[src/rtl/inst_fetch_ctrl_pkg.sv]
// Shared frontend definitions for the instruction-fetch controller.
package inst_fetch_ctrl_pkg;

  localparam int unsigned INST_W  = 32;
  localparam int unsigned FETCH_W = 64;

  localparam logic [63:0] DEFAULT_RESET_PC    = 64'h0000_0000_8000_0000;
  localparam int unsigned DEFAULT_FETCH_BYTES = 8;

  typedef enum logic [1:0] {
    StIdle,
    StReq,
    StWait,
    StDrop
  } fetch_state_e;

endpackage

[src/rtl/inst_fetch_ctrl.sv]
// Fetch PC owner: issues 64-bit imem reads on ibuffer request and hands the data back.
module inst_fetch_ctrl
  import inst_fetch_ctrl_pkg::*;
#(
  parameter logic [63:0] RESET_PC    = DEFAULT_RESET_PC,
  parameter int unsigned FETCH_BYTES = DEFAULT_FETCH_BYTES
) (
  input  logic               clock,
  input  logic               reset,
  input  logic               fetch_inst,
  input  logic               mem_stall,
  input  logic               redirect_valid,
  input  logic [63:0]        redirect_target,
  output logic               imem_req_valid,
  output logic [63:0]        imem_req_addr,
  input  logic               imem_req_ready,
  input  logic               imem_resp_valid,
  input  logic [FETCH_W-1:0] imem_resp_data,
  output logic               pc_operation_done,
  output logic [FETCH_W-1:0] pc_read_inst,
  output logic [63:0]        pc,
  output logic               can_fetch_inst,
  output logic               clear_ibuffer
);

  fetch_state_e       r_state, w_state_d;
  logic [63:0]        r_fetch_pc, w_fetch_pc_d;
  logic               r_kick, w_kick_d;
  logic               r_done, w_done_d;
  logic               r_clear, w_clear_d;
  logic [63:0]        r_pc, w_pc_d;
  logic [FETCH_W-1:0] r_inst, w_inst_d;

  always_ff @(posedge clock) begin
    if (reset) begin
      r_state    <= StIdle;
      r_fetch_pc <= RESET_PC;
      r_kick     <= 1'b1;
      r_done     <= 1'b0;
      r_clear    <= 1'b0;
      r_pc       <= RESET_PC;
      r_inst     <= '0;
    end else begin
      r_state    <= w_state_d;
      r_fetch_pc <= w_fetch_pc_d;
      r_kick     <= w_kick_d;
      r_done     <= w_done_d;
      r_clear    <= w_clear_d;
      r_pc       <= w_pc_d;
      r_inst     <= w_inst_d;
    end
  end

  always_comb begin
    w_state_d    = r_state;
    w_fetch_pc_d = r_fetch_pc;
    w_kick_d     = r_kick;
    w_done_d     = 1'b0;
    w_clear_d    = redirect_valid;
    w_pc_d       = r_pc;
    w_inst_d     = r_inst;

    if (redirect_valid) begin
      w_fetch_pc_d = redirect_target & ~64'h3;
      w_kick_d     = 1'b1;
      // An accepted request still owes a response, which must be swallowed.
      unique case (r_state)
        StIdle:  w_state_d = StIdle;
        StReq:   w_state_d = imem_req_ready ? StDrop : StIdle;
        StWait:  w_state_d = imem_resp_valid ? StIdle : StDrop;
        StDrop:  w_state_d = imem_resp_valid ? StIdle : StDrop;
        default: w_state_d = StIdle;
      endcase
    end else begin
      unique case (r_state)
        StIdle: begin
          if ((r_kick || fetch_inst) && !mem_stall) begin
            w_state_d = StReq;
            w_kick_d  = 1'b0;
          end
        end
        StReq: begin
          if (imem_req_ready) w_state_d = StWait;
        end
        StWait: begin
          if (imem_resp_valid) begin
            w_done_d     = 1'b1;
            w_pc_d       = r_fetch_pc;
            w_inst_d     = imem_resp_data;
            w_fetch_pc_d = r_fetch_pc + 64'(FETCH_BYTES);
            w_state_d    = StIdle;
          end
        end
        StDrop: begin
          if (imem_resp_valid) w_state_d = StIdle;
        end
        default: w_state_d = StIdle;
      endcase
    end
  end

  assign imem_req_valid    = (r_state == StReq);
  assign imem_req_addr     = r_fetch_pc;
  assign pc_operation_done = r_done;
  assign pc_read_inst      = r_inst;
  assign pc                = r_pc;
  assign can_fetch_inst    = (r_state == StIdle) && !r_kick;
  assign clear_ibuffer     = r_clear;

endmodule
[config.mk]
export PLATFORM = sky130hd
export DESIGN_NAME = inst_fetch_ctrl
export DESIGN_NICKNAME = d
export VERILOG_FILES = /design/src/rtl/inst_fetch_ctrl_pkg.sv /design/src/rtl/inst_fetch_ctrl.sv
export SDC_FILE = /design/constraint.sdc
export NUM_CORES = 1
export LEC_CHECK = 0
export CAP_MARGIN = 10
export CORE_ASPECT_RATIO = 1.75
export CORE_MARGIN = 3
export CORE_UTILIZATION = 40
export DETAILED_ROUTE_END_ITERATION = 10
export PLACE_DENSITY_LB_ADDON = 0.25
export SLEW_MARGIN = 10
export SYNTH_ARGS = -nofsm -noshare
export SYNTH_HDL_FRONTEND = slang
export SYNTH_SLANG_ARGS = --single-unit
[constraint.sdc]
create_clock -name clock -period 7.8 [get_ports clock]
set_input_delay 1.56 -clock clock [delete_from_list [all_inputs] [get_ports clock]]
set_output_delay 1.56 -clock clock [all_outputs]
set_load 0.02 [all_outputs]
==> results of run 1 <==
==> synth_stat cells, types with 4 or more instances <==
cell type,number
a31oi_1,5
or4_1,21
or3_1,5
buf_4,4
nand2_1,311
o21ai_0,4
a21oi_1,142
buf_1,8
xnor2_1,13
buf_2,5
nand4_1,37
a311oi_1,5
mux2i_1,9
and2_1,5
and4_1,7
o31ai_1,7
nor2_1,67
o211ai_1,4
and3_1,11
dfxtp_1,193
xor2_1,18
o311ai_0,4
mux2_2,5
a211oi_1,14
a2111oi_0,4
clkbuf_1,72
nor2b_1,9
nor3b_1,5
nand2b_1,4
nor3_1,28
nand4b_1,4
nor4_1,21
inv_1,10
nand3_1,21
==> flip-flops by register name, summed over array words and instances (netlist names) <==
name and cells:
clear_ibuffer 1, pc_read_inst 64, imem_req_addr 62, pc_operation_done 1
r_kick 1, pc 62, r_state 2
==> per-layer routing <==
metal | vias to the layer above | part of all wire
met5 | - | 0
met4 | 0 | 0.036
met3 | 64 | 0.071
met2 | 335 | 0.52
met1 | 4092 | 0.37
li1 | 4374 | -
==> layout by cell type (no fill, tap or decap), drive strengths merged, types with 18 or more instances in the layout <==
cell,n
nor4,21
or4,21
nor2,67
clkdlybuf4s50,322
xor2,18
clkbuf,20
nand4,38
nor3,28
a21oi,142
dfxtp,193
nand3,21
nand2,311
==> critical path: stages <==
cell and delay (ps):
clkdlybuf4s50_1 550, nand3b_4 260, or3_4 480, or4_1 730
or4_1 560, a311oi_1 250
==> power by group <==
part | switching (mW) | internal, mW | leakage [nW]
combinational | 0.112 | 0.131 | 2.22
sequential | 0.0513 | 1.01 | 1.57
clock | 0.399 | 0.507 | 0.289
==> cell families after synthesis <==
group | after synthesis | synth area share
AND/OR/NAND/NOR | 568 | 0.3113
AO/OA/AOI/OAI | 203 | 0.1388
flip-flops | 193 | 0.4526
buffers and inverters | 100 | 0.04646
XOR/XNOR | 31 | 0.03180
multiplexers | 14 | 0.01715
adder cells (fa/ha/maj) | 1 | 0.001465
other | 1 | 0.0004393
==> final cells by class <==
class / instances / area [µm²]
Fill cell: 1915 / 8527
Multi-Input combinational cell: 821 / 4303
Sequential cell: 193 / 3864
Timing Repair Buffer: 330 / 3284
Clock buffer: 20 / 436.7
Tap cell: 252 / 315.3
Clock inverter: 12 / 156.4
Inverter: 11 / 41.29
Antenna cell: 2 / 5.005
==> worst min path at each step <==
stage                             endpoint  slack (ps)  depth (start not counted)
after floorplan                     r_kick         440                          2
after detailed placement  pc_read_inst[16]         450                          2
after global routing      pc_read_inst[59]         470                          2
final                     pc_read_inst[54]         450                          2
after CTS                           pc[18]         460                          2
after global placement    pc_read_inst[15]         440                          2
==> metrics by stage <==
step	worst slack [ps]	hold slack (ps)
floorplan	4284	444.9
global placement	3304	441.1
detailed placement	3268	445.3
CTS	3732	455.2
global route	3545	466.3
finish	3753	451.6
==> results.ini, run 1 <==
[global_route]
use_met3=0.06333
antenna_found_initial=2
globalRouteMet2Util=0.4363
grt_use_total=0.2559
busiest_layer=met2
use_met1=0.3003
grt-ovfl-total=0
grt_pass1_wl_mm=46.47
grt_max_degree=112
grt_pass1_vias=8362

[drt]
num_vias=8865
first_iter_violations=654
drt_pass1_iterations=5
wl_mm=30.38
wire_per_inst_um=18.51
ant_nets=0
viasPerCell=5.402
drc=0

[finish]
nets=1510
drive_above_1_share=0.03749
instances_no_fill=1641
fin_area_mm2=0.01241
area_growth_pct=45.32
fin_util=0.5926

[job]
drv_cap=0

[worst_setup_path]
endpoint_kind=register
start_kind=primary input
worstReg2RegStart=imem_req_addr[14]
worstPathMaxFanout=17
rr_endpoint=imem_req_addr[56]
reg2regPathDepth=5
startpoint=imem_resp_valid
cp-endpoint=imem_req_addr[41]
critPathKind=primary input to register
rrSetupSlack_ps=4700
crit_arrival_ps=4400
critPathRequiredTime_ps=8150

[die]
start_util=0.4078
die_w_um=116.4
core_area_mm2=0.02093
rows=70
die_area_mm2=0.02320
die_y_um=199.3
pin_count=331

[logic_synthesis]
synth_async_sr_flop_share=0
synth_area_mm2=0.008537
synth_area_leaders=dfxtp_1, nand2_1, a21oi_1
ys_ff_latch=193
ys_seq_area_frac=0.4526
synth_top_area_frac=0.4526
synthCells=1111
synth_edf_count=0
yosysUniqueCellTypes=56
synth_largest_area_cell=dfxtp_1
yosysWarnings=0
avgSynthCellArea_um2=7.684
ys_dominant_reg_cell=dfxtp_1

[sta]
post-route-period-util=0.5189
hold_viol=0
maxSlewHeadroom=0.3406
setup_viol=0
period_needed_ps=4047
finClkSkew_ps=9.915
tns_ps=0
worstMarginPinSlew_ps=986.8
slew_viol_final=0
rsz0062_at_grt=no
fmax_ghz=0.2471

[pwr]
finalPower_mw=2.211
power_density_mw_per_mm2=178.2
power.leakage_nw=4.076
ir_drop_v=0.0001092

[place]
numPortBuffers=324
gp_congestion=0.9511
place_area_mm2=0.01181
dp.cells=1607
dp.final_hpwl_mm=21.39

[clock_network]
cts_setup_buffers=0
cts.path.max_buffers=2
cts_resized=0
cts_hold_buffers=0
clock-root-buffer=clkbuf_16
cts_made_buffers=17
h-tree-depth=4
tritoncts=yes
clk_pin_slew_worst_paths_ps=70
clkLatencyLatePin_ps=450
cts_sinks=193

[status]
status=completed

[worst_hold_path]
hp-start=pc_read_inst[54]
min_path_type=register to register

No activity file was read; power rests on OpenSTA's default activity.
==> inputs of run 2 (changes only) <==
==> constraint.sdc (replaced) <==
create_clock -name clock -period 3.8 [get_ports clock]
set_input_delay 0.76 -clock clock [delete_from_list [all_inputs] [get_ports clock]]
set_output_delay 0.76 -clock clock [all_outputs]
set_load 0.02 [all_outputs]
==> run 2 against run 1 <==
Against the previous run:
- final area grew 0.64%
- clock skew grew 3.0 ps
- via count grew 2.3%
- first-iteration DRC count shrank 23%
- register-to-register slack lost 3900 ps
- core utilization grew 0.38 points
- wire length grew 0.95%
- worst hold slack is essentially flat
- non-clock buffer count grew 8
- sequential share of layout area shrank 0.20 points
- critical path depth is the same
- critical path type unchanged
- largest power group unchanged
==> results.ini, run 2 (synthesis gave the netlist of run 1 again) <==
[place]
place_area_mm2=0.01189
gp_congestion=0.9431
dp.final_hpwl_mm=21.98
numPortBuffers=324

[pwr]
power_density_mw_per_mm2=359.7
power.leakage_nw=4.120
p_comb_frac=0.114
pwr-share-seq=0.484
p_int_mw=3.292
p_sw_frac=0.2669
power_switching_mw=1.199
finalPower_mw=4.490
ir_drop_v=0.0002946
power_frac_clock=0.402

[clock_network]
cts_made_buffers=17
clock-root-buffer=clkbuf_16
cts_hold_buffers=0
tritoncts=yes
cts_setup_buffers=0
cts_resized=0
cts.path.max_buffers=2
cts_sinks=193
clkLatencyLatePin_ps=440
h-tree-depth=4
clk_pin_slew_worst_paths_ps=70

[sta]
post-route-period-util=0.8089
fmax_ghz=0.3253
period_needed_ps=3074
fin_worst_hold_slack_ps=451.6
slew_viol_final=0
rsz0062_at_grt=no
worstMarginPinSlew_ps=932.5
maxSlewHeadroom=0.3760
finClkSkew_ps=12.87
setup_viol=0
hold_viol=0
tns_ps=0

[die]
die_w_um=116.4
pin_count=331
rows=70
die_y_um=199.3
start_util=0.4078
die_area_mm2=0.02320
core_area_mm2=0.02093

[worst_setup_path]
critPathRequiredTime_ps=4150
worstPathMaxFanout=8
start_kind=primary input
endpoint_kind=register
crit_arrival_ps=3420
critPathKind=primary input to register

[finish]
area_growth_pct=46.24
fin_area_mm2=0.01248
nets=1518
largest_register_ff_count=64
fin_util=0.5964
final_cell_mix=clkdlybuf4s50_1, nand2_1, dfxtp_1
final_common_cell=clkdlybuf4s50_1
drive_above_1_share=0.04516

[worst_hold_path]
min_path_type=register to register

[global_route]
antenna_found_initial=1
grt_use_total=0.2562
grt_pass1_wl_mm=46.71
grt_pass1_vias=8664
grt-ovfl-total=0
grt_max_degree=92

[drt]
drt_pass1_iterations=5
ant_nets=0
viasPerCell=5.505
wire_per_inst_um=18.61
wl_mm=30.67
first_iter_violations=502
num_vias=9073
drc=0

[job]
drv_cap=0

[status]
status=completed

## run 2: worst max-delay path, cell delays in order
cell             delay (ps)
clkdlybuf4s50_1         560
nand3b_4                120
or3_4                   430
or4_1                   720
or4_1                   570
a311oi_1                260
## run 2: power by group through the flow
stage	clock, mW	sequential [mW]	combinational, mW
final	1.81	2.17	0.512
after CTS	1.85	2.17	0.515
after global placement	0	2.22	0.509
after detailed placement	0	2.22	0.513
after floorplan	0	2.24	0.177
after global routing	1.92	2.18	0.547
## run 2: layout make-up
type	instances	area [µm²]
flip-flops and latches	193	3864
well taps	252	315.3
clock buffers	18	439.2
repair buffers	338	3369
multi-input cells	821	4303
clock inverters	14	150.1
fillers	1956	8448
diodes	1	2.502
inverters	11	41.29
## run 2: final timing paths
check,start,to,slack (ps),cells after the start
min reg2reg,pc[45],pc[45],450,2
max reg2reg,imem_req_addr[11],imem_req_addr[56],760,5
min,pc[45],pc[45],450,2
max,imem_resp_valid,imem_req_addr[41],730,6
## run 2: per-layer routing
layer,track usage,vias up,wire (µm)
met1,0.2939,4240,11460
met4,0.1131,0,1188
met5,0,-,0
met2,0.4501,368,16050
met3,0.05485,77,1973
li1,-,4388,-
## run 2: stage by stage
stage                     cells  setup WS, ps
after global placement     1615         354.0
after global routing       1648         683.0
after CTS                  1647         759.6
after detailed placement   1615         290.6
after floorplan            1114          1084
final                      1648         726.4
==> inputs of run 3 (changes only) <==
==> constraint.sdc (replaced) <==
create_clock -name clock -period 2.9 [get_ports clock]
set_input_delay 0.58 -clock clock [delete_from_list [all_inputs] [get_ports clock]]
set_output_delay 0.58 -clock clock [all_outputs]
set_load 0.02 [all_outputs]
==> run 3 against run 2 <==
Against the previous run:
- final cell count increased by 3.2%
- core utilization grew 2.4 points
- critical endpoint is now imem_req_addr[49]
- wire length grew 2.1%
- critical path depth up 1
- largest cell class unchanged
- final area increased by 4.0%
- global-route usage grew 1.0 points
- critical path type unchanged
==> results.ini, run 3 (synthesis gave the netlist of run 1 again) <==
[worst_setup_path]
path_delay_family=simple AND/OR/NAND/NOR gates
crit_arrival_ps=3140
start_kind=primary input
critPathKind=primary input to register
cpPeakStageDelay_ps=670
crit_slowest_cell=or4_1
path_common_cell=or4_1
critPathBufInv=2
critPathRequiredTime_ps=3260
endpoint_kind=register
worstPathMaxFanout=4
crit_chain=clkdlybuf4s50_1 > nand3b_4 > or3_4 > or4_1 > buf_4 > or4_1 > a311oi_1

[finish]
nets=1572
drive_above_1_share=0.08075
final_cell_mix=clkdlybuf4s50_1, nand2_1, dfxtp_1
area_growth_pct=52.03
final_common_cell=clkdlybuf4s50_1
fillers=1877
antenna-diode-count=0
largest_register_ff_count=64
fin_area_mm2=0.01298

[drt]
viasPerCell=5.464
drt_pass1_iterations=5
drc=0
wl_mm=31.32
ant_nets=0
wire_per_inst_um=18.41
num_vias=9294
first_iter_violations=684

[job]
drv_cap=0

[place]
numPortBuffers=324
place_area_mm2=0.01236
gp_congestion=0.9687
dp.final_hpwl_mm=23.01

[global_route]
grt_pass1_vias=9021
grt_max_degree=116
grt-ovfl-total=0
grt_pass1_wl_mm=48.34
antenna_found_initial=0
grt_use_total=0.2666

[die]
core_area_mm2=0.02093
rows=70
die_w_um=116.4
die_y_um=199.3
start_util=0.4078
pin_count=331
die_area_mm2=0.02320

[clock_network]
tritoncts=yes
clock-root-buffer=clkbuf_16
cts_hold_buffers=0
clk_pin_slew_worst_paths_ps=80
h-tree-depth=4
cts_sinks=193
cts_setup_buffers=0
cts_resized=0
clkLatencyLatePin_ps=440
cts_made_buffers=17
cts.path.max_buffers=2

[pwr]
finalPower_mw=6.066
power_density_mw_per_mm2=467.4
power.leakage_nw=4.427
ir_drop_v=0.0004185

[sta]
finClkSkew_ps=10.29
worstMarginPinSlew_ps=574.2
post-route-period-util=0.9576
period_needed_ps=2777
rsz0062_at_grt=no
fmax_ghz=0.3601
hold_viol=0
maxSlewHeadroom=0.6172
setup_viol=0
slew_viol_final=0

[worst_hold_path]
min_path_type=register to register

[status]
status=completed

==> run 3: final timing paths <==
| check | from | end | slack [ps] | cells past startpoint |
|---|---|---|---|---|
| max | imem_resp_valid | imem_req_addr[49] | 120 | 7 |
| min | pc_read_inst[54] | pc_read_inst[54] | 450 | 2 |
| max reg2reg | imem_req_addr[17] | imem_req_addr[49] | 280 | 6 |
| min reg2reg | pc_read_inst[54] | pc_read_inst[54] | 450 | 2 |
==> run 3: tightest hold or removal path, stage by stage (launching register included) <==
cell,delay [ps]
dfxtp_1,310
nand2_1,50
a21oi_1,50
==> run 3: metal layers <==
layer  vias up  global-route usage  part of all wire
li1       4487                   -                 -
met1      4324              0.3053              0.36
met2       403              0.4665              0.53
met3        80             0.06455             0.074
met4         0              0.1127             0.036
met5         -                   0                 0
==> run 3: report_power, final <==
group,internal (mW),switching (mW)
Sequential,2.72,0.0871
Clock,1.36,1.14
Combinational,0.394,0.367
Total,4.47,1.60
==> run 3: stage by stage <==
| stage | hold WS, ps | cells | TNS, ps | utilization | setup WS [ps] |
|---|---|---|---|---|---|
| after floorplan | 444.9 | 1114 | 0 | - | 341.1 |
| after global placement | 440.3 | 1669 | -1484 | 0.5905 | -297.6 |
| after detailed placement | 446.1 | 1669 | -1812 | 0.5905 | -319.4 |
| after CTS | 456.4 | 1701 | 0 | 0.6200 | 145.0 |
| after global routing | 472.7 | 1701 | 0 | 0.6200 | 42.93 |
| final | 452.8 | 1701 | 0 | 0.6200 | 123.0 |
==> run 3: final cells by class <==
cell class	instances	area [µm²]	area share
sequential	193	3864	0.2977
tap	252	315.3	0.02429
timing repair buffer	392	3837	0.2957
clock buffer	19	452.9	0.03490
clock inverter	13	165.2	0.01273
inverter	11	41.29	0.003181
multi-input combinational	821	4303	0.3315
